$ cat src/rtl/srm_pkg.sv
// srm_pkg: shared encodings, state enum and instruction classes for the ALU control FSM
package srm_pkg;
  localparam int WORD = 16;
  localparam logic [2:0] OPC_MOV = 3'b110;
  localparam logic [2:0] OPC_ALU = 3'b101;
  localparam logic [1:0] OP_MOVI = 2'b10;
  localparam logic [1:0] OP_MOVR = 2'b00;
  localparam logic [1:0] OP_MVN = 2'b11;
  localparam logic [1:0] OP_CMP = 2'b01;
  localparam logic VSEL_C = 1'b0;
  localparam logic VSEL_IMM = 1'b1;
  localparam logic [1:0] ALUOP_ADD = 2'b00;
  localparam logic [1:0] ALUOP_SUB = 2'b01;
  localparam logic [1:0] ALUOP_AND = 2'b10;
  localparam logic [1:0] ALUOP_NOT = 2'b11;
  typedef enum logic [2:0] {WAIT, DECODE, GETA, GETB, EXEC, WREG, WIMM} state_t;
  typedef enum logic [2:0] {C_MOVI, C_MOVR, C_MVN, C_ALU, C_BAD} cls_t;
endpackage

$ cat src/rtl/instr_decode.sv
// instr_decode: splits IR into fields, sign-extends imm8 and classifies the instruction
module instr_decode
  import srm_pkg::*;
(
  input  logic [WORD-1:0] ir,
  output logic [2:0]      rn,
  output logic [2:0]      rd,
  output logic [2:0]      rm,
  output logic [1:0]      op,
  output logic [1:0]      sh,
  output logic [WORD-1:0] sximm8,
  output cls_t            cls
);
  logic [2:0] opc;
  assign opc = ir[15:13];
  assign op = ir[12:11];
  assign rn = ir[10:8];
  assign rd = ir[7:5];
  assign sh = ir[4:3];
  assign rm = ir[2:0];
  assign sximm8 = {{8{ir[7]}}, ir[7:0]};
  always_comb begin
    cls = (opc == OPC_MOV && op == OP_MOVI) ? C_MOVI :
          (opc == OPC_MOV && op == OP_MOVR) ? C_MOVR :
          (opc == OPC_ALU && op == OP_MVN)  ? C_MVN  :
          (opc == OPC_ALU)                  ? C_ALU  : C_BAD;
  end
endmodule

$ cat src/rtl/alu_ctrl_fsm.sv
// alu_ctrl_fsm: multi-cycle controller sequencing register-file/ALU datapath per instruction
module alu_ctrl_fsm
  import srm_pkg::*;
(
  input  logic            clk,
  input  logic            reset,
  input  logic            s,
  input  logic [WORD-1:0] instr,
  input  logic            alu_z,
  input  logic            alu_n,
  input  logic            alu_v,
  output logic            w,
  output logic [2:0]      rnum,
  output logic            write,
  output logic            vsel,
  output logic            loada,
  output logic            loadb,
  output logic            loadc,
  output logic            asel,
  output logic            bsel,
  output logic [1:0]      ALUop,
  output logic [1:0]      shift,
  output logic [WORD-1:0] sximm8,
  output logic            Z,
  output logic            N,
  output logic            V,
  output logic            err
);
  state_t state, nxt;
  cls_t cls;
  logic [WORD-1:0] ir;
  logic [2:0] rn, rd, rm;
  logic [1:0] op, sh;
  logic is_cmp;
  instr_decode u_dec (
    .ir(ir), .rn(rn), .rd(rd), .rm(rm), .op(op), .sh(sh), .sximm8(sximm8), .cls(cls)
  );
  assign is_cmp = (cls == C_ALU) && (op == OP_CMP);
  assign shift = sh;
  assign bsel = 1'b0;
  always_ff @(posedge clk) begin
    if (reset) begin
      state <= WAIT;
      ir <= '0;
      {Z, N, V} <= 3'b000;
    end else begin
      state <= nxt;
      if (state == WAIT && s) ir <= instr;
      if (state == EXEC && is_cmp) {Z, N, V} <= {alu_z, alu_n, alu_v};
    end
  end
  always_comb begin
    nxt = state;
    w = 1'b0;
    rnum = rn;
    write = 1'b0;
    vsel = VSEL_C;
    loada = 1'b0;
    loadb = 1'b0;
    loadc = 1'b0;
    asel = 1'b0;
    ALUop = ALUOP_ADD;
    err = 1'b0;
    case (state)
      WAIT: begin
        w = 1'b1;
        nxt = s ? DECODE : WAIT;
      end
      DECODE: begin
        err = (cls == C_BAD);
        nxt = (cls == C_MOVI) ? WIMM :
              (cls == C_MOVR || cls == C_MVN) ? GETB :
              (cls == C_ALU) ? GETA : WAIT;
      end
      GETA: begin
        loada = 1'b1;
        nxt = GETB;
      end
      GETB: begin
        rnum = rm;
        loadb = 1'b1;
        nxt = EXEC;
      end
      EXEC: begin
        asel = (cls == C_MOVR);
        ALUop = (cls == C_MOVR) ? ALUOP_ADD : op;
        loadc = !is_cmp;
        nxt = is_cmp ? WAIT : WREG;
      end
      WREG: begin
        rnum = rd;
        write = 1'b1;
        nxt = WAIT;
      end
      WIMM: begin
        write = 1'b1;
        vsel = VSEL_IMM;
        nxt = WAIT;
      end
      default: nxt = WAIT;
    endcase
  end
endmodule
$ cat config.mk
export PLATFORM = sky130hd
export DESIGN_NAME = alu_ctrl_fsm
export DESIGN_NICKNAME = d
export VERILOG_FILES = /design/src/rtl/srm_pkg.sv /design/src/rtl/instr_decode.sv /design/src/rtl/alu_ctrl_fsm.sv
export SDC_FILE = /design/constraint.sdc
export NUM_CORES = 1
export LEC_CHECK = 0
export ABC_AREA = 0
export CORE_MARGIN = 8
export CORE_UTILIZATION = 35
export DETAILED_ROUTE_END_ITERATION = 8
export PLACE_DENSITY = 0.7
export SLEW_MARGIN = 25
export SYNTH_ARGS = -nofsm -noshare
export SYNTH_HDL_FRONTEND = slang
export SYNTH_HIERARCHICAL = 1
export SYNTH_SLANG_ARGS = --single-unit
$ cat constraint.sdc
create_clock -name clk -period 1.6 [get_ports clk]
set_clock_uncertainty 0.1 [all_clocks]
set_input_delay 0.32 -clock clk [delete_from_list [all_inputs] [get_ports clk]]
set_output_delay 0.32 -clock clk [all_outputs]
set_load 0.02 [all_outputs]
# [Word-level counts from Yosys, hierarchy flattened]
# Index checks and enable logic that the tools add are counted.
[word_totals] output_inout_bits=35 in_bits=22 elab_cells=53 register_bits=22
[classes] eq_ne=15 muxes=21 n_reduce_logical=12
[op_table] cell="$eq 3x3->1 const B" count=6
[op_table] cell="$mux 3" count=6
[op_table] cell="$pmux 3 s5" count=1
[op_table] cell="$eq 3x2->1 const B" count=4
[op_table] cell="$mux 1" count=9
[op_table] cell="$mux 2" count=4
[op_table] cell="$eq 3x1->1 const B" count=2
[op_table] cell="$logic_and 1x1->1" count=6
[op_table] cell="$logic_not 3->1" count=2
[op_table] cell="$pmux 3 s2" count=1
[op_table] cell="$eq 2x2->1 const B" count=2
[op_table] cell="$eq 2x1->1 const B" count=1
[op_table] cell="$logic_not 2->1" count=1
[op_table] cell="$reduce_or 2->1" count=1
[op_table] cell="$logic_not 1->1" count=1
[op_table] cell="$logic_or 1x1->1" count=1

# [Depth between registers and ports, before layout]
[depth] depth_word=10 depth_mapped=6 mapped_depth_nobuf=5

# [By module]
# Netlist, hierarchy kept.
[modules_own_cells] mod="alu_ctrl_fsm" n_inst=1 area_per_inst_um2=1079.8 seq_area_each_um2=440.4 cells_per_inst=136
[modules_own_cells] mod="instr_decode" n_inst=1 area_per_inst_um2=281.5 seq_area_each_um2=0.0 cells_per_inst=37

# [Worst setup path after synthesis]
# No wires, ideal clock.
[synth_timing] path_type="flip-flop to output port" from="register ir[13]" to="output err" arrival_time_ns=1.456 stages_incl_launch_ff=6 setup_slack_ns=-0.276 n_path_buf=0 required_ns=1.180 path_cell_list="dfxtp_1 nor3b_1 o31a_1 nor2_1 nand2_1 nor3_1"
[synth_via] elab_chain_len=7 word_cells_on_any_way=11 cone_classes="eq/ne (3); mux (5); reduce/logical (3)"
[synth_lines] item="from (decl)" line_no="alu_ctrl_fsm.sv:31" source="logic [WORD-1:0] ir;"
[synth_lines] item="from (signal assigned)" line_no="alu_ctrl_fsm.sv:48" source="if (state == WAIT && s) ir <= instr;"
[synth_lines] item="$eq 3x3->1" line_no="instr_decode.sv:25, instr_decode.sv:26"
[synth_lines] item="$mux 3 or $logic_and 1x1->1 (tied branches)" line_no="instr_decode.sv:26, instr_decode.sv:25"
[synth_lines] item="$mux 3" line_no="instr_decode.sv:25" source="(opc == OPC_ALU && op == OP_MVN) ? C_MVN :"
[synth_lines] item="$mux 3" line_no="instr_decode.sv:24" source="(opc == OPC_MOV && op == OP_MOVR) ? C_MOVR :"
[synth_lines] item="$mux 3 *" line_no="instr_decode.sv:23" source="cls = (opc == OPC_MOV && op == OP_MOVI) ? C_MOVI :"
[synth_lines] item="via cls[0]" line_no="alu_ctrl_fsm.sv:30" source="cls_t cls;"
[synth_lines] item="$eq 3x3->1 *" line_no="alu_ctrl_fsm.sv:70" source="err = (cls == C_BAD);"
[synth_lines] item="$mux 1 *" line_no="alu_ctrl_fsm.sv:64" source="case (state)"
[synth_lines] item="to (decl)" line_no="alu_ctrl_fsm.sv:27" source="output logic err"
# The timed path passes the listed nets; every way through them passes the cells marked *.

# [Worst setup path in the final report]
[layout_timing] from="register ir[12]" to="output loadc"
[layout_via] elab_chain_len=9 word_cells_on_any_way=14 cone_classes="eq/ne (4); mux (4); reduce/logical (6)"
[layout_lines] item="$eq 2x2->1" line_no="instr_decode.sv:25"
[layout_lines] item="$logic_and 1x1->1" line_no="instr_decode.sv:25"
[layout_lines] item="$mux 3" line_no="instr_decode.sv:25"
[layout_lines] item="$mux 3" line_no="instr_decode.sv:24"
[layout_lines] item="$mux 3 *" line_no="instr_decode.sv:23"
[layout_lines] item="via cls[0]" line_no="alu_ctrl_fsm.sv:30"
[layout_lines] item="$eq 3x2->1 *" line_no="alu_ctrl_fsm.sv:38" source="assign is_cmp = (cls == C_ALU) && (op == OP_CMP);"
[layout_lines] item="$logic_and 1x1->1 *" line_no="alu_ctrl_fsm.sv:38"
[layout_lines] item="$logic_not 1->1 *" line_no="alu_ctrl_fsm.sv:87" source="loadc = !is_cmp;"
[layout_lines] item="$mux 1 *" line_no="alu_ctrl_fsm.sv:64"
[layout_lines] item="to (decl)" line_no="alu_ctrl_fsm.sv:18" source="output logic loadc,"
# Marks and branches as above.

==> qor.yml <==
status:
  status: "complete, but fails checks"
  violations: "setup timing"
detailed_routing:
  ant_nets: 0
  vias: 1469
  vias_per_cell: 5.07
  dr.pass1.iters: 4
  wl_per_cell_um: 17.4
  first_iter_violations: 79
  drc: 0
  wirelength_um: 5040
layout:
  multi_input_area_mm2: 0.00103
  final_cell_mix: "32 x buf_4, 25 x buf_6, 21 x clkdlybuf4s50_1"
  fillers: 266
  finish.instance_area_mm2: 0.00260
  antennaDiodeCount: 0
  syn_to_final_growth_pct: 91.1
  final-seq-area_um2: 459
  drive_gt1_frac: 0.624
  nets: 265
  utilization: 0.705
  final-instance-count-excl-fill: 290
  layout_commonest_cell: "buf_4"
placement:
  dpl.hpwl_um: 2770
  place.gp.congestion: 0.763
  placed_cell_area_mm2: 0.00201
  port_buffers: 55
  placed_cells: 270
logic_synthesis:
  yosysSeqAreaShare: 0.324
  synth_area_leader_cell: "dfxtp_1"
  synth.distinct_cells: 36
  synth-seq-cells: 22
  synth.area.top_cells: "dfxtp_1 32%, buf_4 17%, nand2_1 9.4%"
  synthDominantCellAreaShare: 0.324
  synth_area_mm2: 0.00136
  synth_area_per_cell_um2: 7.87
  syn_inst: 173
  synth_fp_nets: 195
  ys_warn_count: 6
setup_path:
  cp_top_family: "simple AND/OR/NAND/NOR gates"
  setup.worst_path.class: "reg2out"
  critPathLaunchType: "register"
  end_kind: "output pin"
  path_max_fanout: 5
  crit_chain: "nor4b_4 > o31a_1 > nand4bb_1 > o21ai_2 > inv_1 > buf_6"
  crit_arrival_ns: 1.79
  worst_path_max_delay_cell: "dfxtp_4"
  cp.required_ns: 1.18
  path_buf_inv: 2
  slowest_delay_ns: 0.36
timing:
  period_needed_ns: 2.21
  slew_viol_final: 0
  fin_crit_sh: 1.38
  hold_ws_ns: 0.376
  rsz0062_at_grt: "true"
  finalSetupViolations: 35
  fin_ws_ns: -0.610
  hold_viol: 0
  timing.fmax_ghz: 0.453
floorplanning:
  ios: 57
  core_mm2: 0.00369
  die_h_um: 78.4
  rows: 22
  die_w_um: 78.4
  start_util: 0.369
  dieArea_mm2: 0.00614
hold_path:
  holdCritPathClass: "reg2reg"
power_and_ir_drop:
  vdd_drop_max_mv: 0.529
  p_leak_nw: 1.13
  finalPower_mw: 1.49
  powerDensity_mw_per_mm2: 572
global_routing:
  globalRouteOverflowTotal: 0
  grt_max_degree: 17
  antenna_found_initial: 0
  gr-usage-all-layers: 0.129
  grt_pass1_vias: 1412
  grt_pass1_wl_um: 6470
clock_network:
  htreeDepth: 1
  clk_latency_ns: 0.27
  numCtsBuffers: 3
  cts_max_path_buffers: 2
  clk_pin_slew_ns: 0.08
  cts_root_buffer: "clkbuf_8"
  cts_tree: "done"
  cts_sinks: 22
run:
  drv_cap: 0
[registers in the layout, indices dropped and copies added (netlist names)]
name	count
N	1
ir	16
Z	1
V	1
state	3
[layer usage]
layer / GRT usage / wire (um) / vias to the layer above
met5: 0 / 0 / -
met2: 0.242 / 2720 / 41
met3: 0.0342 / 216 / 8
li1: - / - / 702
met4: 0.0444 / 95 / 0
met1: 0.135 / 2000 / 718
[synth_stat cells, drive strengths merged]
| library cell | n |
|---|---|
| buf | 35 |
| nand2 | 34 |
| dfxtp | 22 |
| a21oi | 20 |
| nor2 | 7 |
| nor3b | 5 |
| a2bb2oi | 4 |
| and2 | 4 |
| clkbuf | 4 |
| nand2b | 4 |
| inv | 3 |
| nand4 | 3 |
| nor4b | 3 |
| o22ai | 3 |
| o31ai | 3 |
| a221oi | 2 |
| nor3 | 2 |
| o21ai | 2 |
| or2 | 2 |
| a21boi | 1 |
| a22oi | 1 |
| conb | 1 |
| nand4bb | 1 |
| nor2b | 1 |
| nor4bb | 1 |
| o21a | 1 |
| o31a | 1 |
| or3b | 1 |
| or4b | 1 |
| xor2 | 1 |
[through the flow]
stage | setup WS [ns] | TNS [ns]
floorplan | -0.102 | -0.358
global placement | -0.694 | -9.48
detailed placement | -0.693 | -10.04
CTS | -0.519 | -4.39
global route | -0.640 | -7.65
finish | -0.610 | -6.29
[cell type report]
cell class	count	share of cell area
Timing Repair Buffer	104	0.378
Tap cell	48	0.0231
Inverter	3	0.00433
Multi-Input combinational cell	109	0.397
Clock buffer	4	0.0212
Sequential cell	22	0.177
[worst register-to-register path: stages (launching register included)]
cell and delay [ns]:
dfxtp_4 0.40, buf_6 0.12, nor2b_4 0.17, o21ai_4 0.08, buf_4 0.16, buf_4 0.14
nor4b_4 0.25, a22oi_1 0.10, a221oi_1 0.28
[cell families (layout without fill, tap and decap cells)]
logic type	after synthesis	in the layout	share of synthesized area
other cells	1	1	0.00275
flops	22	22	0.324
simple gates	69	69	0.285
xor+xnor	1	1	0.00643
buf+inv	42	111	0.210
compound gates	38	38	0.173
[timing repair]
item,CTS,global route
cloned,1,1
setup endpoints to repair,55,37
gates resized for setup,133,98
setup buffers,10,10
pin swaps,23,44
hold buffers,0,0
[path summary, 6_finish.rpt]
path,slack [ns],start,end,cells after the start
setup reg to reg,-0.32,ir[13]$_SDFFE_PP0N_,state[0]$_SDFF_PP0_,8
hold / removal,0.38,V$_SDFFE_PP0P_,V$_SDFFE_PP0P_,2
setup / recovery,-0.61,ir[12]$_SDFFE_PP0N_,loadc,6
hold reg to reg,0.38,V$_SDFFE_PP0P_,V$_SDFFE_PP0P_,2
[power breakdown]
group / internal, mW / total (mW) / switching [mW]
logic: 0.241 / 0.466 / 0.225
clock network: 0.220 / 0.413 / 0.194
registers: 0.573 / 0.608 / 0.0354
No activity file was read; power rests on OpenSTA's default activity.
==> RTL edit (config.mk and constraints unchanged) <==
Register the output `rnum`; this adds one clock of latency there. The other outputs are not delayed to match.
--- a/src/rtl/alu_ctrl_fsm.sv
+++ b/src/rtl/alu_ctrl_fsm.sv
@@ -26,6 +26,8 @@
   output logic            V,
   output logic            err
 );
+
+  logic [2:0] rnum_d;
   state_t state, nxt;
   cls_t cls;
   logic [WORD-1:0] ir;
@@ -52,7 +54,7 @@
   always_comb begin
     nxt = state;
     w = 1'b0;
-    rnum = rn;
+    rnum_d = rn;
     write = 1'b0;
     vsel = VSEL_C;
     loada = 1'b0;
@@ -77,7 +79,7 @@
         nxt = GETB;
       end
       GETB: begin
-        rnum = rm;
+        rnum_d = rm;
         loadb = 1'b1;
         nxt = EXEC;
       end
@@ -88,7 +90,7 @@
         nxt = is_cmp ? WAIT : WREG;
       end
       WREG: begin
-        rnum = rd;
+        rnum_d = rd;
         write = 1'b1;
         nxt = WAIT;
       end
@@ -100,4 +102,8 @@
       default: nxt = WAIT;
     endcase
   end
+  always_ff @(posedge clk) begin
+    rnum <= rnum_d;
+  end
+
 endmodule
Behaviour: not the same (a bounded check fails within 4 cycles, from zero or initial values and one cycle with reset high).
==> RTL edit against the unedited design <==
First-iteration DRC count increased by 52%. Area after synthesis increased by 7.6%. The run still ends with negative setup slack left. Via count decreased by 2.4%. Worst setup slack got worse by 34 ps. Wire length decreased by 8.1%. Cell area decreased by 2.5%. Sequential cell count increased by 3. Total power decreased by 0.29%. Combinational power decreased by 12%. Largest cell class is now buffers.
==> RTL edit: results (changes against the unedited design) <==
| Metric | Value |
|---|---|
| Register area share after synthesis | `34.16% (was 32.35%)` |
| Final TNS setup | `-5213 ps (was -6288 ps)` |
| Commonest cells post-synth | `nand2_1 (34), buf_4 (30), dfxtp_1 (25), a21oi_1 (21), nand2b_1 (9) (was nand2_1 (34), buf_4 (31), dfxtp_1 (22), a21oi_1 (20), nor2_1 (7))` |
| Hold_sp | `Z (was V)` |
| Setup violators final | `28 (was 35)` |
| Drt first-iter violations | `120 (was 79)` |
| R2R Setup Slk | `-620 ps (was -320 ps)` |
| Vias/cell | `4.894 (was 5.066)` |
| Share of layout cells above drive strength 1 | `50.21% (was 62.40%)` |
| Worst-skew pair later-pin latency | `270 ps (about the same)` |
| Hold Path Sink | `Z (was V)` |
| Synth Area in Compound Gates | `15.88% (was 17.28%)` |
| R2R cell count | `13 (was 8)` |
| Worst path arrival time | `1820 ps (was 1790 ps)` |
| Vias in the first global route | `1270 (was 1412)` |
| Lkg Pwr | `1.124 nW (was 1.130 nW)` |
| Synth cell types | `35 (was 36)` |
| Total detailed-routing wirelength | `4.629 mm (was 5.039 mm)` |
| Failing checks | `negative setup slack (unchanged)` |
| GRT Total Usage | `11.78% (was 12.94%)` |
| Critical Path Sink | `ALUop[0] (was loadc)` |
| DP Wirelength | `2.732 mm (was 2.768 mm)` |
| Placed cell areas | `2031 µm² (was 2009 µm²)` |
| Setup ws final | `-643.9 ps (was -609.8 ps)` |
| Post-CTS sizing | `102 (was 133)` |
| Status | `finished, violations left (unchanged)` |
| Root Buffer | `clkbuf_8 (unchanged)` |
| Xor/xnor share of the synthesized area | `0.5978% (was 0.6434%)` |
| Peak supply drop | `0.4197 mV (was 0.5291 mV)` |
| Synth top area cells | `dfxtp_1 (34%), buf_4 (15%), nand2_1 (8.7%), a21oi_1 (7.2%), nand2b_1 (3.8%) (was dfxtp_1 (32%), buf_4 (17%), nand2_1 (9.4%), a21oi_1 (7.4%), a2bb2oi_1 (2.6%))` |
| Mapped Nets | `201 (was 195)` |
| Via Count | `1434 (was 1469)` |
| Largest net degree at the start of global routing | `26 (was 17)` |
| Placed cell count | `269 (was 270)` |
| # fillers | `347 (was 266)` |
| Regs by FF count | `ir x16, rnum x3, state x3 (was ir x16, state x3)` |
| Worst R2R End | `state[2] (was state[0])` |
| Final GP Congestion | `0.7703 (was 0.7627)` |
## RTL edit: cell types whose count changed after synthesis, moves of 3 or more
cell	change
a2bb2oi_1	-4
dfxtp_1	+3
mux2i_1	+3
nand2b_1	+5
nand4_1	-3
o221ai_1	+6
o22ai_1	-3
o31ai_1	-3
## RTL edit: per-stage QoR
stage | utilization, % | hold slack, ps | power [mW] | worst slack [ps]
final | 62.92 | 379.7 | 1.483 | -643.9
after global routing | 62.92 | 408.8 | 1.538 | -727.4
after CTS | 54.81 | 373.6 | 1.401 | -597.1
after detailed placement | 50.40 | 362.9 | 1.026 | -735.5
after global placement | 50.40 | 358.0 | 1.020 | -715.5
after floorplan | - | 336.7 | 0.9083 | -227.7
## RTL edit: layer usage
layer	up-vias	track usage [%]	part of all wire, %
met3	8	2.902	5.3
li1	701	-	-
met2	40	21.81	55
met4	0	4.464	1.9
met1	685	12.49	38
met5	-	0	0
## RTL edit: layout make-up
cell class	instances	area, µm²	area share, %
Multi-Input combinational cell	112	925.9	36.53
Clock buffer	3	41.29	1.629
Inverter	3	18.77	0.7404
Tap cell	50	62.56	2.468
Timing Repair Buffer	99	968.4	38.20
Clock inverter	1	5.005	0.1974
Sequential cell	25	513.0	20.24
## RTL edit: report_power, final
group | switching [mW] | leakage [nW] | internal [mW] | total [mW]
registers | 0.0380 | 0.208 | 0.654 | 0.692
logic | 0.194 | 0.890 | 0.216 | 0.411
clock network | 0.206 | 0.0255 | 0.174 | 0.380
total | 0.438 | 1.12 | 1.04 | 1.48
## RTL edit: cells by family (layout without fill, tap and decap cells)
family | Yosys count | in the layout
AND/OR/NAND/NOR | 72 | 72
XOR/XNOR | 1 | 1
multiplexers | 3 | 3
buffers and inverters | 42 | 106
AO/OA/AOI/OAI | 35 | 35
flip-flops | 25 | 25
other | 1 | 1
